`config.mk`:
```
export PLATFORM = sky130hd
export DESIGN_NAME = mmio_console
export DESIGN_NICKNAME = d
export VERILOG_FILES = /design/src/rtl/mmio_console.sv
export SDC_FILE = /design/constraint.sdc
export NUM_CORES = 1
export LEC_CHECK = 0
export CORE_MARGIN = 2
export CORE_UTILIZATION = 55
export CTS_BUF_LIST = sky130_fd_sc_hd__clkbuf_4
export DETAILED_ROUTE_END_ITERATION = 8
export PLACE_DENSITY = 0.77
export SLEW_MARGIN = 10
export SYNTH_ARGS = -nofsm -noshare
export SYNTH_HDL_FRONTEND = slang
export SYNTH_SLANG_ARGS = --single-unit
```
`constraint.sdc`:
```
create_clock -name clk -period 3.6 [get_ports clk]
set_input_delay 0.72 -clock clk [delete_from_list [all_inputs] [get_ports clk]]
set_output_delay 0.72 -clock clk [all_outputs]
set_load 0.01 [all_outputs]
```
`src/rtl/mmio_console.sv`:
```
// rtl/mmio_console.sv - Avalon-MM console agent: TX byte FIFO, 8N1 serialiser and sticky exit latch.
// Define CONSOLE_SIM_PRINT_EN to echo popped bytes and exit codes to the simulator console.
module mmio_console #(
   parameter int FIFO_DEPTH = 16,
   parameter int BIT_CYCLES = 8
) (
   input  logic        clk,
   input  logic        rst,
   input  logic [3:0]  address,
   input  logic        read,
   input  logic        write,
   input  logic [31:0] host_to_agent,
   output logic [31:0] agent_to_host,
   output logic        readdatavalid,
   output logic        waitrequest,
   output logic        tx,
   output logic        exit_valid,
   output logic [31:0] exit_code
);
   localparam int AW = $clog2(FIFO_DEPTH);
   localparam int CW = $clog2(BIT_CYCLES);
   localparam logic [CW-1:0] LAST_CYC = CW'(BIT_CYCLES - 1);
   localparam logic [AW:0]   FULL_CNT = (AW + 1)'(FIFO_DEPTH);

   typedef enum logic [1:0] {IDLE, START, DATA, STOP} state_t;

   state_t        state, next_state;
   logic [7:0]    mem [FIFO_DEPTH];
   logic [AW-1:0] wr_ptr, rd_ptr;
   logic [AW:0]   count;
   logic          full, empty, push, pop, busy, bit_done;
   logic [CW-1:0] cyc_cnt;
   logic [2:0]    bit_idx;
   logic [7:0]    shift;
   logic [31:0]   status_word;

   // full comes from the count register, so a pop in the same cycle cannot release a stalled write
   assign full        = (count == FULL_CNT);
   assign empty       = (count == '0);
   assign waitrequest = write && (address == 4'h0) && full;
   assign push        = write && (address == 4'h0) && !full;
   assign busy        = (state != IDLE);
   assign bit_done    = (cyc_cnt == LAST_CYC);
   assign status_word = {16'h0, 8'(count), 5'h0, busy, empty, full};

   always_ff @(posedge clk) begin
      if (push) mem[wr_ptr] <= host_to_agent[7:0];
   end

   always_ff @(posedge clk or posedge rst) begin
      if (rst) begin
         wr_ptr <= '0;
         rd_ptr <= '0;
         count  <= '0;
      end else begin
         if (push) wr_ptr <= wr_ptr + 1'b1;
         if (pop)  rd_ptr <= rd_ptr + 1'b1;
         case ({push, pop})
            2'b10:   count <= count + 1'b1;
            2'b01:   count <= count - 1'b1;
            default: count <= count;
         endcase
      end
   end

   always_ff @(posedge clk or posedge rst) begin
      if (rst) state <= IDLE;
      else     state <= next_state;
   end

   always_comb begin
      next_state = state;
      pop        = 1'b0;
      tx         = 1'b1;
      case (state)
         IDLE: begin
            if (!empty) begin
               pop        = 1'b1;
               next_state = START;
            end
         end
         START: begin
            tx = 1'b0;
            if (bit_done) next_state = DATA;
         end
         DATA: begin
            tx = shift[0];
            if (bit_done && bit_idx == 3'd7) next_state = STOP;
         end
         STOP: begin
            if (bit_done) next_state = IDLE;
         end
         default: next_state = IDLE;
      endcase
   end

   // Bit timer idles at zero so every frame starts on a full-length start bit
   always_ff @(posedge clk or posedge rst) begin
      if (rst) begin
         cyc_cnt <= '0;
         bit_idx <= '0;
         shift   <= '0;
      end else begin
         if (state == IDLE || bit_done) cyc_cnt <= '0;
         else                           cyc_cnt <= cyc_cnt + 1'b1;
         if (pop)                            shift <= mem[rd_ptr];
         else if (state == DATA && bit_done) shift <= {1'b0, shift[7:1]};
         if (state == START)                 bit_idx <= '0;
         else if (state == DATA && bit_done) bit_idx <= bit_idx + 1'b1;
      end
   end

   always_ff @(posedge clk or posedge rst) begin
      if (rst) begin
         readdatavalid <= 1'b0;
         agent_to_host <= '0;
      end else begin
         readdatavalid <= read;
         if (read && address == 4'h4) agent_to_host <= status_word;
         else                         agent_to_host <= '0;
      end
   end

   // Only the first EXIT write is honoured; later ones are dropped until reset
   always_ff @(posedge clk or posedge rst) begin
      if (rst) begin
         exit_valid <= 1'b0;
         exit_code  <= '0;
      end else if (write && address == 4'h8 && !exit_valid) begin
         exit_valid <= 1'b1;
         exit_code  <= host_to_agent;
      end
   end

`ifdef CONSOLE_SIM_PRINT_EN
   always @(posedge clk) begin
      if (!rst && pop) $write("%c", mem[rd_ptr]);
      if (!rst && write && address == 4'h8 && !exit_valid) $display("exit(%h)", host_to_agent);
   end
`else
`endif

endmodule
```
; Word-level counts from Yosys, hierarchy flattened
; Memory sizes are Yosys's and may differ from the RTL's.
; Index checks and enable logic that the tools add are counted.
[classes]
addsub = 6
multipliers = 0
div_mod_pow = 0
magnitude_cmp = 0
eq_ne = 14
n_shift = 0
n_mux = 17
bitwise = 0
reduce_logical = 19
[ops]
columns = cell, count
row1 = two-way mux 8 bit, 2
row2 = two-way mux 13 bit, 1
row3 = one-hot mux 5 bit (2 select lines), 1
row4 = two-way mux 3 bit, 3
row5 = "adder 4 x 1 -> 4 bit, second input constant", 2
row6 = logical AND 1 bit, 8
row7 = two-way mux 2 bit, 4
row8 = "inequality test 2 bit, second input constant", 4
row9 = one-hot mux 2 bit (4 select lines), 1
row10 = nonzero test 2 bit, 4
row11 = "adder 3 x 1 -> 3 bit, second input constant", 2
row12 = "equality test 2 bit, second input constant", 3
row13 = "equality test 3 bit, second input constant", 2
row14 = "adder 5 x 1 -> 5 bit, second input constant", 1
row15 = "equality test 5 bit, second input constant", 1
row16 = zero test 5 bit, 1
row17 = "subtractor 5 x 1 -> 5 bit, second input constant", 1
row18 = "equality test 2 x 1 -> 1 bit, second input constant", 2
row19 = "equality test 4 x 3 -> 1 bit, second input constant", 1
row20 = "equality test 4 bit, second input constant", 1
row21 = zero test 4 bit, 1
row22 = two-way mux 1 bit, 4
row23 = AND reduction 4 bit, 1
row24 = zero test 1 bit, 2
row25 = 3 further kinds, 3
[word_totals]
reg_bits = 95
latch_bits = 0
mem_bits_rw = 128
mem_bits_ro = 0
inputBits = 40
out_inout_bits = 68
wordCells = 68
n_memories = 1
[memory_table]
columns = memory, depth, width, rd, rd_clocked_by_memory_dff, write_ports, line
row1 = mem, 16, 8, 1, 0, 1, 28  ; logic [7:0] mem [FIFO_DEPTH];

; Logic depth before layout (Yosys ltp)
; Gate-level depths: netlist of the first run.
[logic_depth]
ltp_word = 5
ltp_mapped = 15
mapped_depth_nobuf = 12

; Worst setup path after synthesis of the first run
; OpenSTA, ideal clock, no wires.
[synth_timing]
kind = input -> register
start = input address[1]
end = register count[4]
setup_time_ns = 0.128
arrival_time_ns = 2.899
required_time_ns = 3.472
setup_slack_ns = 0.573
path_stages = 13
path_cell_list = nor3_2 -> nand2_1 -> a21oi_2 -> inv_2 -> ha_1 -> clkbuf_1 -> xor2_1 -> ha_1 -> a21oi_1 -> a31oi_1 -> a22oi_1 -> mux2i_1 -> o21ai_1
[synth_via]
elab_chain_cells = 5
[synth_lines]
columns = element, line
row1 = start: declaration, 9  ; input logic [3:0] address,
row2 = zero test 4 bit *, 41  ; assign push = write && (address == 4'h0) && !full;
row3 = logical AND 1 bit * (2 in series), 41
row4 = equality test 2 x 1 -> 1 bit / equality test 2 bit (equally long branches), 58  ; case ({push, pop})
row5 = one-hot mux 5 bit (2 select lines) / nonzero test 2 bit (equally long branches), -
row6 = end signal: assignment, 59  ; 2'b10: count <= count + 1'b1;
row7 = end signal: assignment, 60  ; 2'b01: count <= count - 1'b1;
row8 = end signal: assignment, 61  ; default: count <= count;
row9 = end: declaration, 30  ; logic [AW:0] count;
; Every way passes the cells marked *; elsewhere a longest branch is shown, timed or not.
; A chain may end at the register's enable or synchronous reset.

; Final worst setup path of the first run
[layout_timing]
start = register count[2]
end = output waitrequest
[layout_via]
elab_chain_cells = 2
[layout_lines]
columns = element, line
row1 = equality test 5 bit, 38  ; assign full = (count == FULL_CNT);
row2 = logical AND 1 bit, 40  ; assign waitrequest = write && (address == 4'h0) && full;
row3 = end: declaration, 15  ; output logic waitrequest,
; Every way passes these cells.

==> results by group, run 1 <==
Clocking
  • Clock net sink count: 199
  • Setup Buffers After CTS: 0
  • Cts repair resizes: 0
  • CTS tree: done
  • Latest clock arrival within the worst-skew pair: 0.58 ns
  • Hold buffer count at cts: 0
  • H-tree Lvls: 4
  • CTS max path bufs: 2
  • Clk pin slew, worst setup/hold paths: 0.14 ns
  • Root buffer selected by CTS: clkbuf_4
  • Inserted Clock Buffers: 17

Detailed routing
  • WL per Instance: 19.21 µm
  • Iter 0 DRT Violations: 291
  • Vias: 4537
  • Drt first pass iters: 4
  • Final ANT Viol Nets: 0
  • Vias per inst: 5.615
  • Post-route DRC violation count: 0
  • Total wire length: 15520 µm

Setup path
  • Bufs and invs on worst path: 1
  • Crit-path slowest cell: clkdlybuf4s50_1
  • Critical Path RT: 2.88 ns
  • Crit start category: flop
  • Crit end category: output pin
  • Arrival time at the worst endpoint: 2.33 ns
  • Crit path max-delay family: simple AND/OR/NAND/NOR gates
  • Crit Path Class: flop to output pin
  • Cells along the critical path: nor4_1 > nand2_1 > nor2_1 > clkdlybuf4s50_1
  • Crit path max fanout: 10
  • CP peak stage delay: 0.54 ns

Placed design
  • Hpwl dp: 10500 µm
  • I/O Buffers: 83
  • Instance area at placement: 0.009448 mm²
  • GP Congestion: 0.7843

Final layout
  • Fin nets: 663
  • Area grow syn2layout: 15.30%
  • Share of cells above drive strength 1: 23.06%
  • Final Cell Area: 0.009712 mm²
  • Antenna diodes: 0
  • Fin util: 64.36%

Synth
  • Post-synth EDFFs: 128
  • Post-synthesis cell area: 0.008423 mm²
  • Area leader, netlist: edfxtp_1
  • Mapped Cells: 510
  • Sequential-to-total area share from yosys stat: 66.73%
  • Top FF cell, synth: edfxtp_1
  • Ranking of synthesized cells by area: edfxtp_1, dfrtp_1, mux4_2, mux2_2, buf_4
  • Seq cells post-synth: 199
  • Yosys cell types: 48
  • Yosys warns: 0
  • Avg Cell Area, Syn: 16.52 µm²
  • Fraction of registers with async set/reset: 35.68%
  • Synth top area share: 45.63%

STA
  • Final setup viols: 0
  • Slew margin rel.: 33.80%
  • RSZ-0062 raised after global routing: no
  • Final hold vios: 0
  • Hold Slack: 0.4478 ns
  • Slew Viols, Final: 0
  • Setup Skew: 0.01359 ns
  • Post-layout min period: 3.051 ns
  • Slew @ Worst Pin: 0.9930 ns
  • Setup TNS: 0 ns
  • Fmax: 0.3277 GHz
  • Final Cycle Share: 84.76%

Die
  • Die height: 127.8 µm
  • Die width: 127.8 µm
  • IO Count: 108
  • # rows: 45
  • Die area: 0.01632 mm²
  • Initial Utilization: 55.82%
  • Core Footprint: 0.01509 mm²

GRT
  • Pin count of the biggest net entering global routing: 49
  • Total global routing track utilization: 20.47%
  • M2 GR Usage: 34.35%
  • Remaining global-route overflow: 0
  • First-pass GRT wire length: 24950 µm
  • Met1 GRT Util: 27.19%
  • GR peak layer: met2
  • Initial antenna violation count: 0
  • Met3 usage: 4.174%
  • Vias in the first global route: 4684

Run status
  • Outcome: finished, final reports clean

Min path
  • Worst Hold Class: flop to flop

Pwr
  • Overall power: 6.333 mW
  • PD cells: 652.1 mW/mm²
  • Leak pwr: 3.591 nW
  • Peak VDD IR: 0.3917 mV

Run
  • Max Cap Viol: 0
[flip-flops by register name, indices dropped and copies added, names as in the netlist, 3 cells and up]
name and flops:
agent_to_host 8, bit_idx 3, count 5, cyc_cnt 3, exit_code 32, mem 128
rd_ptr 4, shift 8, wr_ptr 4
[worst paths after layout]
kind,endpoint,cells past startpoint,slack (ns),start
min in group asynchronous,exit_code[7],2,0.48,rst
max in group asynchronous,cyc_cnt[1],3,2.49,rst
hold reg to reg,cyc_cnt[0],1,0.45,cyc_cnt[0]
setup / recovery,waitrequest,4,0.55,count[2]
hold / removal,cyc_cnt[0],1,0.45,cyc_cnt[0]
setup reg to reg,count[4],11,0.66,count[1]
[layout make-up]
class | count | area, µm²
flip-flops and latches | 199 | 5622
fillers | 1092 | 5378
multi-input cells | 271 | 2510
repair buffers | 108 | 1044
well taps | 188 | 235.2
clock buffers | 19 | 142.6
clock inverters | 13 | 121.4
inverters | 10 | 37.54
[where the power goes]
part	internal (mW)	switching, mW
clock network	0.368	0.726
registers	2.69	0.376
logic	1.14	1.03
total	4.20	2.13
[worst register-to-register path: cells and delay by family (launching register included)]
kind / cells / cell delay [ns]
fa+ha+maj: 2 / 0.45
simple gates: 1 / 0.59
xor+xnor: 1 / 0.14
mux: 1 / 0.19
flops: 1 / 0.51
buf+inv: 1 / 0.18
compound gates: 5 / 0.79
[cell families (layout without fill, tap and decap cells)]
family,count (synthesis),in the layout,synth area share [%]
mux,75,75,14.17
buf+inv,63,150,4.501
xor+xnor,11,11,1.144
other cells,1,24,0.04452
flops,199,199,66.73
compound gates,46,46,5.021
fa+ha+maj,16,16,2.377
simple gates,99,99,6.016
[cells in the mapped netlist (2+ instances only)]
cell type,number
a311oi_2,7
nand3_1,7
o21ai_0,5
nor3b_1,4
o22ai_1,2
xor2_1,3
buf_1,5
buf_6,4
buf_2,6
mux2i_1,9
nand4_1,2
and2_1,4
edfxtp_1,128
a211oi_1,8
a21o_1,2
nand2b_1,5
nor2b_1,10
a2111oi_2,6
mux4_2,32
inv_1,8
nor2_1,22
xnor2_1,8
clkbuf_1,10
mux2_2,34
nand2_1,23
buf_4,28
nor3_1,8
ha_1,16
dfrtp_1,71
a21oi_1,6
inv_2,2
o21ai_1,2
and3_1,8
[routing by layer]
metal | share of wire (%) | wire length (µm) | up-vias
li1 | - | - | 2079
met1 | 41 | 6392 | 2324
met2 | 53 | 8189 | 120
met3 | 4.7 | 736 | 14
met4 | 1.3 | 206 | 0
met5 | 0 | 0 | -
[metrics by stage]
step,cells,setup WS (ns)
final,808,0.5486
after floorplan,533,0.5725
after CTS,808,0.5026
after global routing,808,0.3340
after detailed placement,776,0.2937
after global placement,776,0.4308
[placed cells by master, fill, tap and decap left out, drive strengths merged, types with 10 or more instances in the layout]
cell type      instances
buf                   25
clkbuf                19
clkdlybuf4s50         83
conb                  24
dfrtp                 71
edfxtp               128
ha                    16
inv                   16
mux2                  34
mux4                  32
nand2                 23
nor2                  22
nor2b                 10
No activity file was read; power rests on OpenSTA's default activity.
==> run 2, diff against run 1 <==
==> constraint.sdc (replaced) <==
create_clock -name clk -period 3.13 [get_ports clk]
set_input_delay 0.626 -clock clk [delete_from_list [all_inputs] [get_ports clk]]
set_output_delay 0.626 -clock clk [all_outputs]
set_load 0.01 [all_outputs]
==> run 2 against run 1 <==
Net effect:
- utilization increased by 0.31 points
- non-clock buffer count rose by 9
- flip-flop and latch count stayed put
- sequential power up 12%
- global-route usage is 0.24 points higher
- combinational power rose by 22%
- highest routed layer unchanged
==> results by group, run 2 (synthesized netlist as in run 1, its figures left out) <==
Setup path
  • Crit start category: flop
  • CP endpoint: waitrequest
  • Reg2Reg Capture Point: count[4]
  • Worst r2r src: count[1]
  • Worst Setup SP: count[2]
  • Crit path max fanout: 9 (-1)
  • Crit Path Class: flop to output pin
  • R2R setup slack: 0.18 ns (-0.48 ns)
  • R2R cell count: 11 (unchanged)
  • Arrival time at the worst endpoint: 2.37 ns (+0.04 ns)
  • Crit end category: output pin
  • Critical Path RT: 2.50 ns (-0.38 ns)

Die
  • Die width: 127.8 µm (unchanged)
  • IO Count: 108 (unchanged)
  • Die height: 127.8 µm (unchanged)
  • Core Footprint: 0.01509 mm² (unchanged)
  • # rows: 45 (unchanged)
  • Die area: 0.01632 mm² (unchanged)
  • Initial Utilization: 55.82% (unchanged)

STA
  • Fmax: 0.3340 GHz
  • Slew Viols, Final: 0 (unchanged)
  • Final hold vios: 0 (unchanged)
  • Post-layout min period: 2.994 ns
  • Final setup viols: 0 (unchanged)
  • RSZ-0062 raised after global routing: no
  • Setup Skew: 0.01657 ns (+0.002983 ns)
  • Final Cycle Share: 95.67%
  • Slew margin rel.: 46.85% (+13 points)
  • Slew @ Worst Pin: 0.7972 ns (-0.1958 ns)

Pwr
  • Leak pwr: 3.629 nW (+1.1%)
  • Peak VDD IR: 0.4457 mV (+14%)
  • PD cells: 747.9 mW/mm² (+15%)

Clocking
  • Root buffer selected by CTS: clkbuf_4
  • Cts repair resizes: 0 (unchanged)
  • H-tree Lvls: 4 (unchanged)
  • Inserted Clock Buffers: 17 (unchanged)
  • Clk pin slew, worst setup/hold paths: 0.13 ns (about the same)
  • Latest clock arrival within the worst-skew pair: 0.58 ns (about the same)
  • Clock net sink count: 199 (unchanged)
  • CTS tree: done
  • CTS max path bufs: 2 (unchanged)
  • Hold buffer count at cts: 0 (unchanged)
  • Setup Buffers After CTS: 0 (unchanged)

Final layout
  • Share of cells above drive strength 1: 23.69% (+0.62 points)
  • Antenna diodes: 0 (unchanged)
  • Fin util: 64.67% (+0.31 points)
  • Most flops, register: mem
  • Most frequent cells in the layout: edfxtp_1, clkdlybuf4s50_1, dfrtp_1
  • Leading cell type in the layout, fill and taps excluded: edfxtp_1
  • Fin nets: 672 (+1.4%)
  • Filler cells: 1082 (-0.92%)
  • Max FFs per register: 128 (unchanged)
  • Top Registers: mem: 128 flops, exit_code: 32 flops
  • Area grow syn2layout: 15.85%
  • Layout Cells excl Fill: 817 (+1.1%)

GRT
  • Initial antenna violation count: 0 (unchanged)
  • Total global routing track utilization: 20.72% (+0.24 points)
  • Vias in the first global route: 4809 (+2.7%)
  • First-pass GRT wire length: 25190 µm (+0.97%)
  • Remaining global-route overflow: 0 (unchanged)
  • Pin count of the biggest net entering global routing: 65 (+33%)

Detailed routing
  • Wl on met1: 6591 µm (+3.1%)
  • WL per Instance: 19.43 µm (+1.1%)
  • Vias: 4618 (+1.8%)
  • Iter 0 DRT Violations: 306 (+5.2%)
  • DR WL met3: 793 µm (+7.7%)
  • Final ANT Viol Nets: 0 (unchanged)
  • Total wire length: 15870 µm (+2.2%)
  • Met2 WL: 8208 µm (+0.23%)
  • Drt first pass iters: 5 (+1)
  • Top routing layer used: met4
  • Vias per inst: 5.652 (+0.66%)
  • Post-route DRC violation count: 0 (unchanged)

Placed design
  • Placed insts: 785 (+1.2%)
  • I/O Buffers: 83 (unchanged)
  • GP Congestion: 0.7854 (+0.14%)
  • Hpwl dp: 10850 µm (+3.4%)

Run status
  • Outcome: finished, final reports clean

Run
  • Max Cap Viol: 0 (unchanged)

Min path
  • Worst Hold Class: input port to asynchronous set/reset pin
[run 2: cell types whose count changed in the layout (fill, tap and decap cells not counted), sizes merged]
cell,previous run,this run
clkbuf,19,21
inv,16,11
clkinvlp,2,1
buf,25,34
clkinv,4,8
[run 2: worst min-delay path by stage]
stage | from | to | depth (start not counted)
floorplan | cyc_cnt[0] | cyc_cnt[0] | 1
global placement | cyc_cnt[0] | cyc_cnt[0] | 1
global route | rst | exit_code[8] | 2
CTS | rst | exit_code[2] | 2
detailed placement | cyc_cnt[0] | cyc_cnt[0] | 1
finish | rst | exit_code[3] | 2
[run 2: power breakdown]
part	internal [mW]	switching [mW]	total, mW
Combinational	1.37	1.28	2.65
Clock	0.418	0.779	1.20
Sequential	3.10	0.356	3.45
Total	4.89	2.41	7.30
[run 2: stage by stage]
step                      area [µm²]  hold slack (ns)   TNS (ns)  power [mW]  worst slack [ns]
final                           9758           0.2555          0       7.298            0.1355
after global routing            9758           0.2585          0       7.687          0.002008
after CTS                       9758           0.2023          0       7.358           0.09316
after detailed placement        9515           0.4398  -0.008132       6.167         -0.008132
after global placement          9515           0.4261          0       6.058            0.1573
after floorplan                 8509           0.4150          0       5.337            0.1670
[run 2: cell type report]
cell class | count | area (µm²) | share of cell area (%)
Sequential cell | 199 | 5622 | 57.61
Multi-Input combinational cell | 271 | 2510 | 25.72
Timing Repair Buffer | 117 | 1111 | 11.39
Tap cell | 188 | 235.2 | 2.411
Clock buffer | 21 | 157.7 | 1.616
Clock inverter | 11 | 85.08 | 0.8719
Inverter | 10 | 37.54 | 0.3847
[run 2: metal layers]
layer,vias up,GRT usage (%)
li1,2097,-
met1,2351,26.07
met2,151,36.02
met3,19,4.007
met4,0,7.692
met5,-,0
[run 2: critical path, stage by stage (launching register included)]
cell,delay [ns]
dfrtp_1,0.40
buf_4,0.17
nor4_1,0.42
nand2_1,0.14
nor2_1,0.13
clkdlybuf4s50_1,0.54
==> edit 1, RTL diff (config.mk and constraints of run 2) <==
Compare `count` against `FULL_CNT` with >= in place of ==.
--- a/src/rtl/mmio_console.sv
+++ b/src/rtl/mmio_console.sv
@@ -35,7 +35,7 @@
    logic [31:0]   status_word;
 
    // full comes from the count register, so a pop in the same cycle cannot release a stalled write
-   assign full        = (count == FULL_CNT);
+   assign full        = (count >= FULL_CNT);
    assign empty       = (count == '0);
    assign waitrequest = write && (address == 4'h0) && full;
    assign push        = write && (address == 4'h0) && !full;
Function: same outputs for any inputs over 10 cycles, from zero or initial values and one cycle with rst high; that may be too few to reach the edited logic, so the function may still have changed.
==> edit 1 against run 2 <==
Total power down 1.4%; setup slack gained 0.11 ns; sequential cell count stayed put; area after synthesis down 0.49%; design area shrank 0.81%; hold slack improved by 0.17 ns; routed wire length fell by 0.82%; critical path depth unchanged; cell count shrank 4.7%; largest cell class unchanged.
==> edit 1: results (changes against run 2) <==
[timing]
tightest_slew_ns=0.715  ; -0.0827 ns
hold-worst-slack_ns=0.424  ; +0.168 ns
finalClockSkew_ns=0.0141  ; -0.00244 ns

[yosys]
synth_xor_area_frac=0.0146  ; +0.00319
yosysSeqAreaShare=0.671  ; +0.00329
ys_types=50  ; +4.2%
ys_top_cells_by_area=edfxtp_1 (46%), dfrtp_1 (21%), mux4_2 (8.6%)
synthCells=477  ; -6.5%
synthMuxAreaShare=0.157  ; +0.0152
synth_commonest_cells=edfxtp_1 (128), dfrtp_1 (71), mux4_2 (32), mux2_4 (29), buf_4 (24)
synth-compound-area-share=0.0370  ; -0.0132
ys_async_sr_fraction=0.357  ; unchanged

[finish]
nFillCells=1058  ; -2.2%
multi_input_area_um2=2470  ; -1.7%
synthToLayoutAreaGrowth_pct=15.5
drive_gt1_frac=0.231  ; -0.00638
nets=634  ; -5.7%

[critical_path]
timing.rr.end=count[3]
reg2regPathDepth=7  ; -4
r2r_slack_ns=0.57  ; +0.39 ns
arrival_ns=2.26  ; -0.11 ns
path_max_fanout=15  ; +6
worstSetupStartpoint=state[0]
cpPeakStageDelay_ns=0.57  ; +0.03 ns

[drt]
drt-wirelength-per-cell_um=20.2  ; +4.0%
wl_um=15700  ; -0.82%
drtPass1Iterations=4  ; -1

[clock_network]
clock_latency_ns=0.59

[pwr]
power.leakage_nw=3.69  ; +1.8%
comb-power_mw=2.39  ; -9.8%
ir_drop_mv=0.374  ; -16%
p_switching_mw=2.30  ; -4.7%

[placement]
placed_area_um2=9390  ; -1.3%
hpwl_um=10500  ; -3.0%
place_worst_setup_slack_ns=0.193  ; +0.201 ns
routabilityCongestion=0.849  ; +8.1%
dp_cells=746  ; -5.0%

[global_routing]
first_global_vias=4610  ; -4.1%
track_usage=0.211  ; +0.00408
antenna_found_initial=1  ; +1
grt_pass1_wl_um=25400  ; +0.71%

[outcome]
outcome=complete, no violations

[edit 1: cell types whose count changed after synthesis, sizes merged, moves of 6 or more]
cell            run 2  this run
a221oi              1         7
nand2              23        13
nor2               22        16
a2111oi             7         0
a311oi              7         0
nor2b              10         1
buf                43        37
[edit 1: layout make-up]
cell class,instances,area share
flip-flops and latches,199,0.581
well taps,188,0.0243
multi-input cells,243,0.255
repair buffers,107,0.107
clock inverters,14,0.0153
diodes,1,0.000259
clock buffers,18,0.0140
inverters,9,0.00349
[edit 1: metal layers]
metal	global-route usage	routed length, µm	vias to the layer above
met5	0	0	-
met1	0.275	6410	2203
li1	-	-	1969
met4	0.0750	238	0
met2	0.354	8020	175
met3	0.0473	1070	17
[edit 1: timing repair]
item,in CTS,in global routing
setup buffers,0,0
gates resized for setup,0,1
setup endpoints to repair,0,1
hold buffers,0,0
==> edit 2, RTL diff (flow settings as in run 2) <==
Without the edit above. The parameter `BIT_CYCLES` goes from 8 to 16.
--- a/src/rtl/mmio_console.sv
+++ b/src/rtl/mmio_console.sv
@@ -2,7 +2,7 @@
 // Define CONSOLE_SIM_PRINT_EN to echo popped bytes and exit codes to the simulator console.
 module mmio_console #(
    parameter int FIFO_DEPTH = 16,
-   parameter int BIT_CYCLES = 8
+   parameter int BIT_CYCLES = 16
 ) (
    input  logic        clk,
    input  logic        rst,
Formal check against the unedited RTL: same outputs for any inputs over 10 cycles, from zero or initial values and one cycle with rst high; that may be too few to reach the edited logic, so the function may still have changed.
==> edit 2 against run 2 <==
Area after synthesis increased by 1.3%; register-to-register slack got worse by 0.02 ns; routed wire length decreased by 0.83%; critical path type is now reg -> reg; sequential cell count increased by 1; maximum frequency increased by 0.94%; hold slack improved by 0.17 ns; design area increased by 1.5%; first-iteration DRC count increased by 9.2%; setup slack improved by 0.028 ns.
Power is not compared: it rests on default switching activity, and its combinational part moved more than twofold at a synthesized area within 25%.
==> edit 2: results (changes against run 2) <==
[yosys]
ys_top_cells_by_area=edfxtp_1 (45%), dfrtp_1 (21%), mux4_2 (8.2%)
synth_commonest_cells=edfxtp_1 (128), dfrtp_1 (72), mux4_2 (31), buf_4 (29), mux2_4 (29)
yosysSeqAreaShare=0.662  ; -0.00539
synthMuxAreaShare=0.161  ; +0.0192
synthCells=501  ; -1.8%
synth_xor_area_frac=0.0113  ; -0.000143
yosys.area_share.adder=0.0220  ; -0.00176
synth-compound-area-share=0.0396  ; -0.0106

[drt]
dr_wl_met2_um=7920  ; -3.6%
wl_met3_um=1000  ; +27%
drt_iter0_markers=334  ; +9.2%
avgViaCountPerCell=5.61  ; -0.83%
m1WireLength_um=6550  ; -0.61%
wl_um=15700  ; -0.83%

[timing]
hold-worst-slack_ns=0.430  ; +0.174 ns
finalClockSkew_ns=0.0264  ; +0.00979 ns

[critical_path]
arrival_ns=3.41  ; +1.04 ns
r2r_slack_ns=0.16  ; -0.02 ns
reg2reg_from=count[0]

[placement]
placed_area_um2=9620  ; +1.1%
hpwl_um=11000  ; +1.8%

[global_routing]
first_global_vias=4817  ; +0.17%
grtUsageMet1=0.252  ; -0.00876
antenna_found_initial=2  ; +2
grt_pass1_wl_um=24900  ; -1.2%
gr-usage-met3=0.0491  ; +0.00900
grt_start_max_net_pins=34  ; -48%

[finish]
nets=671  ; -0.15%

[outcome]
outcome=complete, no violations

## edit 2: cell count changes after synthesis, moves of 6 or more
cell,change
mux2_4,+29
mux2_2,-27
nand2_1,-10
a211oi_1,-8
and2_1,+8
nor2b_1,-8
a211o_1,+7
a311oi_2,-7
and3_1,-7
mux2i_1,+7
a2111oi_2,-6
## edit 2: worst max-delay path: stages, from the launching register on
cell       delay [ns]
dfrtp_1          0.41
or4_4            0.57
o21ai_2          0.17
inv_2            0.12
ha_1             0.27
xor2_1           0.16
ha_1             0.22
a21boi_0         0.26
a311oi_2         0.10
a2111oi_1        0.45
nor4bb_1         0.11
## edit 2: final cells by class
cell class,count,area [µm²]
Clock buffer,18,135
Inverter,14,52.6
Multi-Input combinational cell,262,2570
Timing Repair Buffer,121,1130
Tap cell,188,235
Antenna cell,2,5.00
Fill cell,1078,5300
Sequential cell,200,5650
Clock inverter,14,130
## edit 2: repair_timing
action	4_1_cts	5_1_grt
buffers inserted	0	0
setup endpoints to repair	0	2
gates resized for setup	0	3
